$ cat config.mk
export PLATFORM = sky130hd
export DESIGN_NAME = fir_mac_sequencer_flat
export DESIGN_NICKNAME = d
export VERILOG_FILES = /design/src/rtl/fir_mac_sequencer_if.sv /design/src/rtl/fir_mac_sequencer.sv /design/src/flat_wrapper.sv
export SDC_FILE = /design/constraint.sdc
export NUM_CORES = 1
export LEC_CHECK = 0
export BUFFER_PORTS_ARGS = -buffer_cell sky130_fd_sc_hd__buf_2
export CORE_MARGIN = 4
export CORE_UTILIZATION = 50
export DETAILED_ROUTE_END_ITERATION = 10
export GPL_TIMING_DRIVEN = 1
export PLACE_DENSITY_LB_ADDON = 0.05
export SLEW_MARGIN = 20
export SYNTH_ARGS = -nofsm -noshare
export SYNTH_HDL_FRONTEND = slang
export SYNTH_SLANG_ARGS = --single-unit
$ cat constraint.sdc
create_clock -name clk -period 4.2 [get_ports clk]
set_input_delay 0.84 -clock clk [delete_from_list [all_inputs] [get_ports clk]]
set_output_delay 0.84 -clock clk [all_outputs]
set_load 0.01 [all_outputs]
$ cat src/rtl/fir_mac_sequencer_if.sv
// Handshake and datapath-control bundle between the sample source, the FIR
// MAC datapath and the sequencer that schedules them.
interface fir_mac_sequencer_if #(
  parameter int ADDR_BITS = 6
) ();

  logic                 sample_valid;
  logic                 sample_ready;
  logic                 tone_sel;
  logic                 overrun_clr;
  logic                 data_wr_en;
  logic [ADDR_BITS-1:0] data_wr_addr;
  logic [ADDR_BITS-1:0] data_rd_addr;
  logic [ADDR_BITS-1:0] coef_addr;
  logic                 tone_sel_q;
  logic                 acc_clr;
  logic                 acc_en;
  logic                 out_load;
  logic                 busy;
  logic                 overrun;

  // The source/datapath side offers samples and consumes the control strobes.
  modport master (
    output sample_valid, tone_sel, overrun_clr,
    input  sample_ready, data_wr_en, data_wr_addr, data_rd_addr, coef_addr,
           tone_sel_q, acc_clr, acc_en, out_load, busy, overrun
  );

  modport slave (
    input  sample_valid, tone_sel, overrun_clr,
    output sample_ready, data_wr_en, data_wr_addr, data_rd_addr, coef_addr,
           tone_sel_q, acc_clr, acc_en, out_load, busy, overrun
  );

endinterface

$ cat src/rtl/fir_mac_sequencer.sv
// Sample-synchronous scheduler for a single-multiplier FIR MAC datapath:
// one accepted sample, TAPS multiply-accumulate cycles, one output load.
module fir_mac_sequencer #(
  parameter int TAPS      = 64,
  parameter int ADDR_BITS = 6,
  parameter int MAC_LAT   = 1
) (
  input logic                clk,
  input logic                reset,
  fir_mac_sequencer_if.slave bus
);

  typedef enum logic [2:0] {
    IDLE,
    WRITE,
    MAC,
    FLUSH,
    LOAD
  } state_t;

  localparam logic [ADDR_BITS-1:0] LAST_TAP   = ADDR_BITS'(TAPS - 1);
  localparam logic [1:0]           FLUSH_LAST = (MAC_LAT > 0) ? 2'(MAC_LAT - 1) : 2'd0;

  state_t               state;
  state_t               state_nxt;
  logic [ADDR_BITS-1:0] wp;
  logic [ADDR_BITS-1:0] wp_nxt;
  logic [ADDR_BITS-1:0] k;
  logic [ADDR_BITS-1:0] k_nxt;
  logic [ADDR_BITS-1:0] rd_addr;
  logic [ADDR_BITS-1:0] rd_addr_nxt;
  logic [1:0]           flush_cnt;
  logic [1:0]           flush_cnt_nxt;
  logic                 tone_q;
  logic                 tone_q_nxt;
  logic                 ovr;
  logic                 ovr_nxt;
  logic                 accept;
  logic                 overrun_evt;

  logic                 ready_q;
  logic                 busy_q;
  logic                 wr_en_q;
  logic                 acc_en_q;
  logic                 acc_clr_q;
  logic                 load_q;
  logic                 ready_nxt;
  logic                 busy_nxt;
  logic                 wr_en_nxt;
  logic                 acc_en_nxt;
  logic                 acc_clr_nxt;
  logic                 load_nxt;

  // Next-state, counters and the registered-output decode all come from the
  // next state, so every strobe lines up with the state it belongs to.
  always_comb begin
    state_nxt     = state;
    k_nxt         = k;
    flush_cnt_nxt = flush_cnt;
    accept        = (state == IDLE) && bus.sample_valid;
    overrun_evt   = (state != IDLE) && bus.sample_valid;

    case (state)
      IDLE: begin
        if (accept) begin
          state_nxt = WRITE;
        end
      end
      WRITE: begin
        state_nxt = MAC;
        k_nxt     = '0;
      end
      MAC: begin
        if (k == LAST_TAP) begin
          if (MAC_LAT == 0) begin
            state_nxt = LOAD;
          end else begin
            state_nxt     = FLUSH;
            flush_cnt_nxt = '0;
          end
        end else begin
          k_nxt = k + 1'b1;
        end
      end
      FLUSH: begin
        if (flush_cnt == FLUSH_LAST) begin
          state_nxt = LOAD;
        end else begin
          flush_cnt_nxt = flush_cnt + 1'b1;
        end
      end
      LOAD: begin
        state_nxt = IDLE;
      end
      default: begin
        state_nxt = IDLE;
      end
    endcase

    wp_nxt      = (state == LOAD) ? wp + 1'b1 : wp;
    rd_addr_nxt = (state_nxt == MAC) ? wp - k_nxt : rd_addr;
    tone_q_nxt  = accept ? bus.tone_sel : tone_q;

    // A fresh overrun beats a simultaneous clear so no event is ever lost.
    if (overrun_evt) begin
      ovr_nxt = 1'b1;
    end else if (bus.overrun_clr) begin
      ovr_nxt = 1'b0;
    end else begin
      ovr_nxt = ovr;
    end

    ready_nxt   = (state_nxt == IDLE);
    busy_nxt    = (state_nxt != IDLE);
    wr_en_nxt   = (state_nxt == WRITE);
    acc_en_nxt  = (state_nxt == MAC);
    acc_clr_nxt = (state_nxt == MAC) && (k_nxt == '0);
    load_nxt    = (state_nxt == LOAD);
  end

  always_ff @(posedge clk) begin
    if (reset) begin
      state     <= IDLE;
      wp        <= '0;
      k         <= '0;
      rd_addr   <= '0;
      flush_cnt <= '0;
      tone_q    <= 1'b0;
      ovr       <= 1'b0;
      ready_q   <= 1'b1;
      busy_q    <= 1'b0;
      wr_en_q   <= 1'b0;
      acc_en_q  <= 1'b0;
      acc_clr_q <= 1'b0;
      load_q    <= 1'b0;
    end else begin
      state     <= state_nxt;
      wp        <= wp_nxt;
      k         <= k_nxt;
      rd_addr   <= rd_addr_nxt;
      flush_cnt <= flush_cnt_nxt;
      tone_q    <= tone_q_nxt;
      ovr       <= ovr_nxt;
      ready_q   <= ready_nxt;
      busy_q    <= busy_nxt;
      wr_en_q   <= wr_en_nxt;
      acc_en_q  <= acc_en_nxt;
      acc_clr_q <= acc_clr_nxt;
      load_q    <= load_nxt;
    end
  end

  // The tap counter doubles as the coefficient address; it holds outside MAC.
  assign bus.sample_ready = ready_q;
  assign bus.busy         = busy_q;
  assign bus.data_wr_en   = wr_en_q;
  assign bus.data_wr_addr = wp;
  assign bus.data_rd_addr = rd_addr;
  assign bus.coef_addr    = k;
  assign bus.tone_sel_q   = tone_q;
  assign bus.acc_en       = acc_en_q;
  assign bus.acc_clr      = acc_clr_q;
  assign bus.out_load     = load_q;
  assign bus.overrun      = ovr;

endmodule
$ cat src/flat_wrapper.sv
// flat-port wrapper written by rule: the top's interface ports become plain ports
module fir_mac_sequencer_flat 
#(
  parameter int TAPS      = 64,
  parameter int ADDR_BITS = 6,
  parameter int MAC_LAT   = 1
)
  (clk, reset, bus_sample_valid, bus_tone_sel, bus_overrun_clr, bus_sample_ready, bus_data_wr_en, bus_data_wr_addr, bus_data_rd_addr, bus_coef_addr, bus_tone_sel_q, bus_acc_clr, bus_acc_en, bus_out_load, bus_busy, bus_overrun);
  fir_mac_sequencer_if #(.ADDR_BITS(ADDR_BITS)) bus_i ();
  input logic clk;
  input logic reset;
  input wire logic [$bits(bus_i.sample_valid)-1:0] bus_sample_valid;
  input wire logic [$bits(bus_i.tone_sel)-1:0] bus_tone_sel;
  input wire logic [$bits(bus_i.overrun_clr)-1:0] bus_overrun_clr;
  output wire logic [$bits(bus_i.sample_ready)-1:0] bus_sample_ready;
  output wire logic [$bits(bus_i.data_wr_en)-1:0] bus_data_wr_en;
  output wire logic [$bits(bus_i.data_wr_addr)-1:0] bus_data_wr_addr;
  output wire logic [$bits(bus_i.data_rd_addr)-1:0] bus_data_rd_addr;
  output wire logic [$bits(bus_i.coef_addr)-1:0] bus_coef_addr;
  output wire logic [$bits(bus_i.tone_sel_q)-1:0] bus_tone_sel_q;
  output wire logic [$bits(bus_i.acc_clr)-1:0] bus_acc_clr;
  output wire logic [$bits(bus_i.acc_en)-1:0] bus_acc_en;
  output wire logic [$bits(bus_i.out_load)-1:0] bus_out_load;
  output wire logic [$bits(bus_i.busy)-1:0] bus_busy;
  output wire logic [$bits(bus_i.overrun)-1:0] bus_overrun;
  assign bus_i.sample_valid = bus_sample_valid;
  assign bus_i.tone_sel = bus_tone_sel;
  assign bus_i.overrun_clr = bus_overrun_clr;
  assign bus_sample_ready = bus_i.sample_ready;
  assign bus_data_wr_en = bus_i.data_wr_en;
  assign bus_data_wr_addr = bus_i.data_wr_addr;
  assign bus_data_rd_addr = bus_i.data_rd_addr;
  assign bus_coef_addr = bus_i.coef_addr;
  assign bus_tone_sel_q = bus_i.tone_sel_q;
  assign bus_acc_clr = bus_i.acc_clr;
  assign bus_acc_en = bus_i.acc_en;
  assign bus_out_load = bus_i.out_load;
  assign bus_busy = bus_i.busy;
  assign bus_overrun = bus_i.overrun;
  fir_mac_sequencer #(.TAPS(TAPS), .ADDR_BITS(ADDR_BITS), .MAC_LAT(MAC_LAT)) u_core (.clk(clk), .reset(reset), .bus(bus_i));
endmodule
==> results_dict.tcl <==
set metrics [dict create \
    ios 31 \
    post-place-ws_ns 1.37 \
    syn_avg_cell_area_um2 9.00 \
    synth_top_flop_cell "dfxtp_1" \
    rows 19 \
    min_period_ns 2.89 \
    path_buf_inv 1 \
    die_x_um 63.0 \
    synth.ff_latch_count 31 \
    clock.fmax_ghz 0.346 \
    finalClockSkew_ns 0.00278 \
    grt_pass1_vias 1219 \
    drt-total-wl_mm 3.23 \
    path_clk_slew_ns 0.09 \
    p_leak_nw 0.746 \
    p_int_mw 0.429 \
    sequentialPowerShare_pct 53.9 \
    cp_slowest_cell "dfxtp_1" \
    drv_cap 0 \
    seq_area_frac_synth_pct 41.1 \
    path_delay_family "compound AO/OA/AOI/OAI gates" \
    antenna_cells 0 \
    syn-cell-area_um2 1510 \
    instances_no_fill 232 \
    dr.pass1.iters 4 \
    power_frac_comb_pct 16.7 \
    crit_path_frequent_cell "ha_1" \
    startpoint_type "flop" \
    port_buffers 30 \
    synth_edf_count 0 \
    required_ns 4.47 \
    ant_nets 0 \
    dieArea_um2 3970 \
    areaGrowthSynthToFinish_pct 14.5 \
    cts_made_buffers 5 \
    tritoncts "yes" \
    finalCritPeriodShare_pct 68.7 \
    outcome "complete, no violations" \
    p_per_area_nw_per_um2 343 \
    synth_largest_area_cell "dfxtp_1" \
    dp.cells 225 \
    hold_path_class "flop to flop" \
    pwr-share-clk_pct 29.4 \
    worst_pin_slew_ns 0.489 \
    drc 0 \
    cts_resized 0 \
    arrival_ns 3.15 \
    dp_hpwl_mm 2.46 \
    start_util_pct 53.4 \
    clk_latency_ns 0.33 \
    first_iter_violations 105 \
    htreeDepth 2 \
    syn_inst 168 \
    worstPathCellList "ha_1, nand2_1, o21ai_2, and2_4, o2bb2ai_1, inv_1, ha_1, nand2b_1, a21oi_1, o21a_1, or4_4, o211ai_2" \
    drive_above_1_share_pct 23.4 \
    worst-setup-path-type "flop to flop" \
    post_cts.repair.setup_buffers 0 \
    maxSlewViolCount 0 \
    synth_cell_types 47 \
    crit_path_max_fanout 7 \
    chipHeight_um 63.0 \
    maxSlewHeadroom_pct 67.3 \
    utilization_pct 61.2 \
    synth.area.top_cells "dfxtp_1 41%, ha_1 6.6%, nor2_1 4.5%" \
    hold_viol 0 \
    tns_ns 0 \
    grt_setup_unrepaired "no" \
    globalRoute.totalOverflow 0 \
    track_usage_pct 17.8 \
    grt_max_degree 26 \
    antenna_found_initial 0 \
    clockRootBuffer "clkbuf_4" \
    syn-num-nets 182 \
    core_um2 2830 \
    end_kind "flop" \
    vias 1297 \
    setup_slack_ns 1.31 \
    setup_viol 0 \
    grt_pass1_wl_mm 5.57 \
    crit_path_max_incr_delay_ns 0.41 \
    routedWlPerCell_um 13.9 \
    p_sw_share_pct 27.8 \
    p_sw_mw 0.165 \
    synth_top_area_share_pct 41.1 \
    ys_warn_count 0 \
    nNetsFinal 215 \
    routabilityCongestion 0.935 \
    vias_per_cell 5.59 \
    ctsHoldBuffers 0 \
    peakVddDrop_mv 0.225 \
    cts_max_path_buffers 2 \
    clock-sinks 31 \
    async_flop_share_pct 0 \
]
==> worst reg2reg max path, delay by kind of cell (launching register included) <==
kind,cells,cell delay (ns)
buffers and inverters,1,0.09
AO/OA/AOI/OAI,5,0.93
flip-flops,1,0.41
adder cells (fa/ha/maj),2,0.52
AND/OR/NAND/NOR,4,0.87
==> area by class of cell <==
class	instances	area, um^2
clock buffer	6	51.3
fill	266	1100
tap	31	38.8
clock inverter	1	5.00
multi-input combinational	123	827
timing repair buffer	30	150
inverter	10	37.5
sequential	31	621
==> stage by stage <==
| stage | power [mW] | area [um^2] | hold WS [ns] |
|---|---|---|---|
| floorplan | 0.397 | 1510 | 0.465 |
| CTS | 0.602 | 1730 | 0.459 |
| detailed placement | 0.426 | 1670 | 0.445 |
| finish | 0.594 | 1730 | 0.456 |
| global placement | 0.425 | 1670 | 0.442 |
| global route | 0.634 | 1730 | 0.493 |
==> state kept, by name, summed over array words and instances, names as in the netlist <==
signal / flops
u_core.bus.acc_clr: 1
u_core.bus.acc_en: 1
u_core.bus.busy: 1
u_core.bus.coef_addr: 6
u_core.bus.data_rd_addr: 6
u_core.bus.data_wr_addr: 6
u_core.bus.data_wr_en: 1
u_core.bus.out_load: 1
u_core.bus.overrun: 1
u_core.bus.sample_ready: 1
u_core.bus.tone_sel_q: 1
u_core.flush_cnt: 2
u_core.state: 3
==> worst paths after layout <==
check / start / endpoint / slack, ns / depth (start not counted)
setup / recovery: u_core.bus.coef_addr[1] / u_core.bus.data_rd_addr[5] / 1.31 / 12
hold / removal: u_core.bus.tone_sel_q / u_core.bus.tone_sel_q / 0.46 / 2
setup reg to reg: u_core.bus.coef_addr[1] / u_core.bus.data_rd_addr[5] / 1.31 / 12
hold reg to reg: u_core.bus.tone_sel_q / u_core.bus.tone_sel_q / 0.46 / 2
==> cells in the mapped netlist, drive strengths merged, types with 2 or more instances <==
master and count:
nand3b 3, nand3 9, clkbuf 2, o211ai 2
a22oi 2, o31a 2, dfxtp 31, nor3 6
o21a 2, o21ai 6, inv 10, nor3b 5
a21oi 11, nand2b 4, ha 8, and2 5
xor2 3, o22ai 2, a211oi 3, buf 2
xnor2 4, nor2 18, nand2 11
==> cell usage in the layout (no fill, tap or decap), types with 4 or more instances in the layout <==
cell,instances
dfxtp_1,31
buf_2,30
nor2_1,18
nand2_1,11
a21oi_1,11
inv_1,10
nand3_1,9
ha_1,8
o21ai_0,5
nor3_1,5
clkbuf_4,5
and2_1,4
xnor2_1,4
nand2b_1,4
==> routing by layer <==
layer | global-route usage [%] | wire length [um]
met5 | 0 | 0
met4 | 7.44 | 68
met1 | 23.1 | 1580
met2 | 26.2 | 1380
met3 | 6.65 | 199
==> cell families (layout without fill, tap and decap cells) <==
kind of cell / Yosys count / after routing / share of synthesized area, %
AOI/OAI and AO/OA: 37 / 37 / 16.7
xor gates and xnor gates: 7 / 7 / 4.06
adders and majority gates: 9 / 9 / 7.95
buffers and inverters: 14 / 47 / 4.22
DFF: 31 / 31 / 41.1
and+or+nand+nor: 70 / 70 / 26.0
==> power by group through the flow <==
stage | clock (mW) | sequential, mW | combinational, mW
finish | 0.175 | 0.320 | 0.0992
global route | 0.199 | 0.323 | 0.111
CTS | 0.181 | 0.321 | 0.100
detailed placement | 0 | 0.327 | 0.0990
global placement | 0 | 0.327 | 0.0978
floorplan | 0 | 0.331 | 0.0666
(Power assumes the default switching activity.)
